--- src/rtl/fib_req_arbiter.sv ---
// Round-robin arbiter/sequencer sharing one Fibonacci engine between NUM_REQ requesters.
// Optional watchdog on the engine wait, enabled with FIB_ARB_TIMEOUT_EN.
module fib_req_arbiter #(
  parameter int NUM_REQ        = 4,
  parameter int TIMEOUT_CYCLES = 255
) (
  input  logic                 clk,
  input  logic                 rst_n,
  input  logic [NUM_REQ-1:0]   i_req,
  input  logic [NUM_REQ*8-1:0] i_req_n,
  output logic [NUM_REQ-1:0]   o_ack,
  output logic [7:0]           o_result,
  output logic [2:0]           o_result_id,
  output logic                 o_arb_busy,
  output logic                 o_eng_stb,
  output logic [7:0]           o_eng_n,
  input  logic                 i_eng_busy,
  input  logic [7:0]           i_eng_result,
  output logic                 o_err,
  output logic [2:0]           o_dbg_state
);

  // Engine handshake: o_eng_stb is a one-cycle launch pulse carrying o_eng_n; the engine
  // raises i_eng_busy no later than the cycle after the strobe, and i_eng_result is valid
  // once i_eng_busy is low again. o_ack is a one-cycle pulse with o_result valid alongside.
  typedef enum logic [2:0] {
    S_IDLE   = 3'd0,
    S_ISSUE  = 3'd1,
    S_SETTLE = 3'd2,
    S_WAIT   = 3'd3,
    S_DONE   = 3'd4
  } state_t;

  if (NUM_REQ < 2 || NUM_REQ > 8 || TIMEOUT_CYCLES < 1) begin : g_bad_param
    $error("fib_req_arbiter: NUM_REQ must be 2..8 and TIMEOUT_CYCLES at least 1");
  end

  state_t               r_state, w_nstate;
  logic [2:0]           r_grant, w_grant;
  logic [2:0]           r_ptr, w_ptr;
  logic [7:0]           r_eng_n, w_eng_n;
  logic                 r_eng_stb, w_eng_stb;
  logic [NUM_REQ-1:0]   r_ack, w_ack;
  logic [7:0]           r_result, w_result;
  logic [2:0]           r_result_id, w_result_id;
  logic                 r_arb_busy;
  logic                 w_err;

  // Requests and n values padded to 8 slots so a 3-bit index always fits.
  logic [7:0]           w_req8;
  logic [7:0]           w_n_arr [8];

  for (genvar g = 0; g < 8; g++) begin : g_pad
    if (g < NUM_REQ) begin : g_real
      assign w_req8[g]  = i_req[g];
      assign w_n_arr[g] = i_req_n[g*8 +: 8];
    end else begin : g_zero
      assign w_req8[g]  = 1'b0;
      assign w_n_arr[g] = 8'd0;
    end
  end

  logic [2:0] w_win;
  logic       w_found;
  logic [3:0] w_sum;

  always_comb begin
    w_win   = '0;
    w_found = 1'b0;
    w_sum   = '0;
    for (int i = 0; i < NUM_REQ; i++) begin
      w_sum = {1'b0, r_ptr} + 4'(i);
      if (w_sum >= 4'(NUM_REQ)) w_sum = w_sum - 4'(NUM_REQ);
      if (!w_found && w_req8[w_sum[2:0]]) begin
        w_win   = w_sum[2:0];
        w_found = 1'b1;
      end
    end
  end

`ifdef FIB_ARB_TIMEOUT_EN
  localparam int CNT_W = ($clog2(TIMEOUT_CYCLES + 1) > 8) ? $clog2(TIMEOUT_CYCLES + 1) : 8;
  logic [CNT_W-1:0] r_cnt;
  logic             r_err;
  logic             w_timeout;

  assign w_timeout = i_eng_busy && (r_cnt == CNT_W'(TIMEOUT_CYCLES - 1));

  always_ff @(posedge clk or negedge rst_n) begin
    if (!rst_n) begin
      r_cnt <= '0;
      r_err <= 1'b0;
    end else begin
      r_cnt <= (r_state == S_WAIT) ? r_cnt + 1'b1 : '0;
      r_err <= w_err;
    end
  end
  assign o_err = r_err;
`else
  logic w_timeout;
  assign w_timeout = 1'b0;
  assign o_err     = 1'b0;
`endif

  always_comb begin
    w_nstate    = r_state;
    w_grant     = r_grant;
    w_ptr       = r_ptr;
    w_eng_n     = r_eng_n;
    w_eng_stb   = 1'b0;
    w_ack       = '0;
    w_result    = r_result;
    w_result_id = r_result_id;
    w_err       = 1'b0;
    case (r_state)
      S_IDLE: begin
        if (w_found) begin
          w_grant   = w_win;
          w_eng_n   = w_n_arr[w_win];
          w_eng_stb = 1'b1;
          w_nstate  = S_ISSUE;
        end
      end
      S_ISSUE:  w_nstate = S_SETTLE;
      S_SETTLE: w_nstate = S_WAIT;
      S_WAIT: begin
        // Outputs are registered, so ack and err are raised on the edge entering DONE.
        if (!i_eng_busy || w_timeout) begin
          w_result    = i_eng_busy ? 8'd0 : i_eng_result;
          w_result_id = r_grant;
          w_err       = i_eng_busy;
          for (int i = 0; i < NUM_REQ; i++) begin
            if (r_grant == 3'(i)) w_ack[i] = 1'b1;
          end
          w_nstate = S_DONE;
        end
      end
      S_DONE: begin
        w_ptr    = (r_grant == 3'(NUM_REQ - 1)) ? 3'd0 : r_grant + 3'd1;
        w_nstate = S_IDLE;
      end
      default: w_nstate = S_IDLE;
    endcase
  end

  always_ff @(posedge clk or negedge rst_n) begin
    if (!rst_n) begin
      r_state     <= S_IDLE;
      r_grant     <= '0;
      r_ptr       <= '0;
      r_eng_n     <= '0;
      r_eng_stb   <= 1'b0;
      r_ack       <= '0;
      r_result    <= '0;
      r_result_id <= '0;
      r_arb_busy  <= 1'b0;
    end else begin
      r_state     <= w_nstate;
      r_grant     <= w_grant;
      r_ptr       <= w_ptr;
      r_eng_n     <= w_eng_n;
      r_eng_stb   <= w_eng_stb;
      r_ack       <= w_ack;
      r_result    <= w_result;
      r_result_id <= w_result_id;
      r_arb_busy  <= (w_nstate != S_IDLE);
    end
  end

  assign o_ack       = r_ack;
  assign o_result    = r_result;
  assign o_result_id = r_result_id;
  assign o_arb_busy  = r_arb_busy;
  assign o_eng_stb   = r_eng_stb;
  assign o_eng_n     = r_eng_n;
  assign o_dbg_state = r_state;

endmodule

--- config.mk ---
export PLATFORM = sky130hd
export DESIGN_NAME = fib_req_arbiter
export DESIGN_NICKNAME = d
export VERILOG_FILES = /design/src/rtl/fib_req_arbiter.sv
export SDC_FILE = /design/constraint.sdc
export NUM_CORES = 1
export LEC_CHECK = 0
export CAP_MARGIN = 20
export CORE_MARGIN = 3
export CORE_UTILIZATION = 40
export DETAILED_ROUTE_END_ITERATION = 10
export PLACE_DENSITY = 0.7
export RECOVER_POWER = 100
export SLEW_MARGIN = 20
export SYNTH_ARGS = -nofsm -noshare
export SYNTH_HDL_FRONTEND = slang
export SYNTH_SLANG_ARGS = --single-unit
--- constraint.sdc ---
create_clock -name clk -period 3.7 [get_ports clk]
set_input_delay 0.74 -clock clk [delete_from_list [all_inputs] [get_ports clk]]
set_output_delay 0.74 -clock clk [all_outputs]
set_load 0.05 [all_outputs]
==> impl_metrics.py <==
metrics = {
    "run_status": {
        "status": "finished with violations",
        "violations": "max-capacitance violations, max-slew violations",
    },
    "critical_path": {
        "cpPeakStageDelay_ps": 550,
        "cp_max_fo": 17,
        "crit_arrival_ps": 3070,
        "cp_cell_sequence": "inv_1 > ha_1 > mux2i_1 > a2bb2oi_1 > o22ai_1 > o32a_1 > nor4_1 > o31ai_1",
        "rrSetupSlack_ps": 780,
        "slowest_stage": "dfrtp_1",
        "required_ps": 3850,
        "path_class": "register to register",
        "critPathLaunchType": "register",
        "endpoint_kind": "register",
    },
    "yosys": {
        "synth_edf_count": 0,
        "postSynthCellCount": 262,
        "synthFlopType": "dfrtp_1",
        "avgSynthCellArea_um2": 9.198,
        "syn-num-nets": 315,
        "ys_warn_count": 0,
        "synth.cell_area_um2": 2410,
        "netlist-cell-type-count": 46,
        "yosysSeqAreaShare_pct": 35.31,
        "synthArstFlopShare_pct": 100.0,
        "ys_seq_elements": 34,
    },
    "die": {
        "initial_core_util_pct": 42.46,
        "die_area_um2": 6991,
        "die_x_um": 83.62,
        "pin_count": 76,
        "fp-row-count": 27,
        "die_y_um": 83.62,
        "core_area_um2": 5675,
    },
    "clock_tree": {
        "numCtsBuffers": 5,
        "clockBufferDepth": 2,
        "cts_tree": "yes",
        "cts_sinks": 34,
        "cts_resized": 0,
        "ctsHoldBuffers": 0,
        "cts_max_level": 2,
        "post-cts-setup-buffers": 0,
        "clk_pin_slew_ps": 60,
        "clk_latency_ps": 280,
        "cts-root-buf": "clkbuf_8",
    },
    "run": {
        "cap_violations": 1,
    },
    "grt": {
        "antenna_found_initial": 0,
        "gr-total-overflow": 0,
        "first_global_vias": 2109,
        "grt_usage_pct": 18.06,
        "grt_first_pass_wirelength_um": 10430,
        "grt_start_max_net_pins": 45,
    },
    "power": {
        "p_leak_uw": 0.001354,
        "power.density_nw_per_um2": 823.9,
        "ir_worst_vdd_uv": 488.5,
        "finalPower_uw": 2685,
    },
    "sta": {
        "timing.fmax_ghz": 0.3430,
        "final-hold-violation-count": 0,
        "rsz0062_at_grt": "no",
        "min_period_ps": 2916,
        "fin_skew_ps": 4.121,
        "setup_viol": 0,
        "maxSlewViolCount": 35,
        "worst_pin_slew_ps": 1768,
        "setup_tns_ps": 0,
        "hold-worst-slack_ps": 476.0,
        "maxSlewHeadroom_pct": -17.87,
        "period_share_pct": 78.80,
    },
    "final_layout": {
        "fin_nets": 381,
        "diodes": 0,
        "final_cell_mix": "clkdlybuf4s50_1 (44), dfrtp_1 (34), dlygate4sd3_1 (30)",
        "fin_util_pct": 57.43,
        "drive_gt1_share_pct": 9.174,
        "area_growth_pct": 35.25,
        "design_area_um2": 3259,
        "layout_commonest_cell": "clkdlybuf4s50_1",
    },
    "placement": {
        "placed_area_um2": 3189,
        "io_buffer_count": 74,
        "hpwlAfterDp_um": 4467,
        "place_congestion": 0.8119,
    },
    "drt": {
        "totalWireLength_um": 6207,
        "via_per_inst": 5.679,
        "drt_iter0_drc": 127,
        "dr_total_vias": 2266,
        "wl_met3_um": 421,
        "wire_per_inst_um": 15.56,
        "wl_met2_um": 2900,
        "first_pass_iters": 4,
        "drtAntennaViolNets": 0,
        "routed.top_layer": "met4",
        "drc": 0,
        "wl_met1_um": 2794,
    },
    "worst_hold_path": {
        "hp-class": "register to register",
    },
}
-- layout make-up --
cell class	count	area, um2
Sequential cell	34	850.8
Multi-Input combinational cell	191	1394
Timing Repair Buffer	81	785.8
Clock buffer	6	82.58
Tap cell	72	90.09
Inverter	15	56.30
Fill cell	528	2416
-- kinds of logic after synthesis --
group,Yosys count,synth area share (%)
simple gates,105,24.66
buf+inv,37,6.853
flops,34,35.31
fa+ha+maj,6,3.115
other cells,1,0.1556
mux,32,13.97
compound gates,47,15.94
-- per-stage QoR --
step           setup WS (ps)  cells
2_1_floorplan          657.8    262
3_3_place_gp           706.6    393
3_5_place_dp           658.3    393
4_1_cts                781.3    399
5_1_grt                571.4    399
6_report               784.4    399
-- power by group --
part | switching (uW) | total, uW | internal (uW)
clock network | 117 | 261 | 143
registers | 98.6 | 622 | 523
logic | 1140 | 1800 | 661
-- cell usage after synthesis, types with 2 or more instances --
cell type | n | area (um2)
dfrtp_1 | 34 | 850.8
o32ai_1 | 8 | 70.07
nor2_1 | 3 | 11.26
mux2i_1 | 19 | 190.2
nor3_1 | 9 | 45.04
mux2_2 | 13 | 146.4
nand2_1 | 23 | 86.33
nand2b_1 | 3 | 18.77
buf_2 | 3 | 15.01
nor2b_1 | 3 | 18.77
ha_1 | 6 | 75.07
and4_1 | 7 | 61.31
inv_1 | 15 | 56.30
nand3_1 | 17 | 85.08
and2_1 | 13 | 81.33
o21ai_0 | 6 | 30.03
clkbuf_1 | 16 | 60.06
o31ai_1 | 10 | 75.07
and3_1 | 10 | 62.56
a32oi_1 | 8 | 70.07
o21a_1 | 2 | 15.01
a21oi_1 | 3 | 15.01
nor4_1 | 8 | 50.05
-- final timing paths --
kind | from | depth (start not counted) | to
worst min register to register | o_eng_n[4]$_DFFE_PN0P_ | 2 | o_eng_n[4]$_DFFE_PN0P_
max in group asynchronous | rst_n | 2 | o_eng_n[6]$_DFFE_PN0P_
worst max register to register | r_ptr[1]$_DFFE_PN0N_ | 8 | o_eng_n[2]$_DFFE_PN0P_
worst min-delay path | o_eng_n[4]$_DFFE_PN0P_ | 2 | o_eng_n[4]$_DFFE_PN0P_
min in group asynchronous | rst_n | 2 | o_result[2]$_DFFE_PN0P_
worst max-delay path | r_ptr[1]$_DFFE_PN0N_ | 8 | o_eng_n[2]$_DFFE_PN0P_
-- metal layers --
| metal | up-vias | track usage (%) |
|---|---|---|
| met5 | - | 0 |
| met4 | 0 | 5.994 |
| met3 | 10 | 4.541 |
| met2 | 95 | 27.48 |
| met1 | 1065 | 24.98 |
| li1 | 1096 | - |
-- flip-flops by register name (all words and copies together) (netlist names) --
name,count
o_eng_stb,1
o_ack,4
o_result_id,3
o_dbg_state,3
r_ptr,3
o_eng_n,8
o_result,8
o_arb_busy,1
r_grant,3
-- critical path, delay by kind of cell (launching register included) --
family / cells / cell delay (ps)
AOI/OAI and AO/OA: 4 / 930
DFF: 1 / 550
adders and majority gates: 1 / 480
muxes: 1 / 340
buffers and inverters: 1 / 120
and+or+nand+nor: 1 / 370
Power figures use the tool's default switching activity.
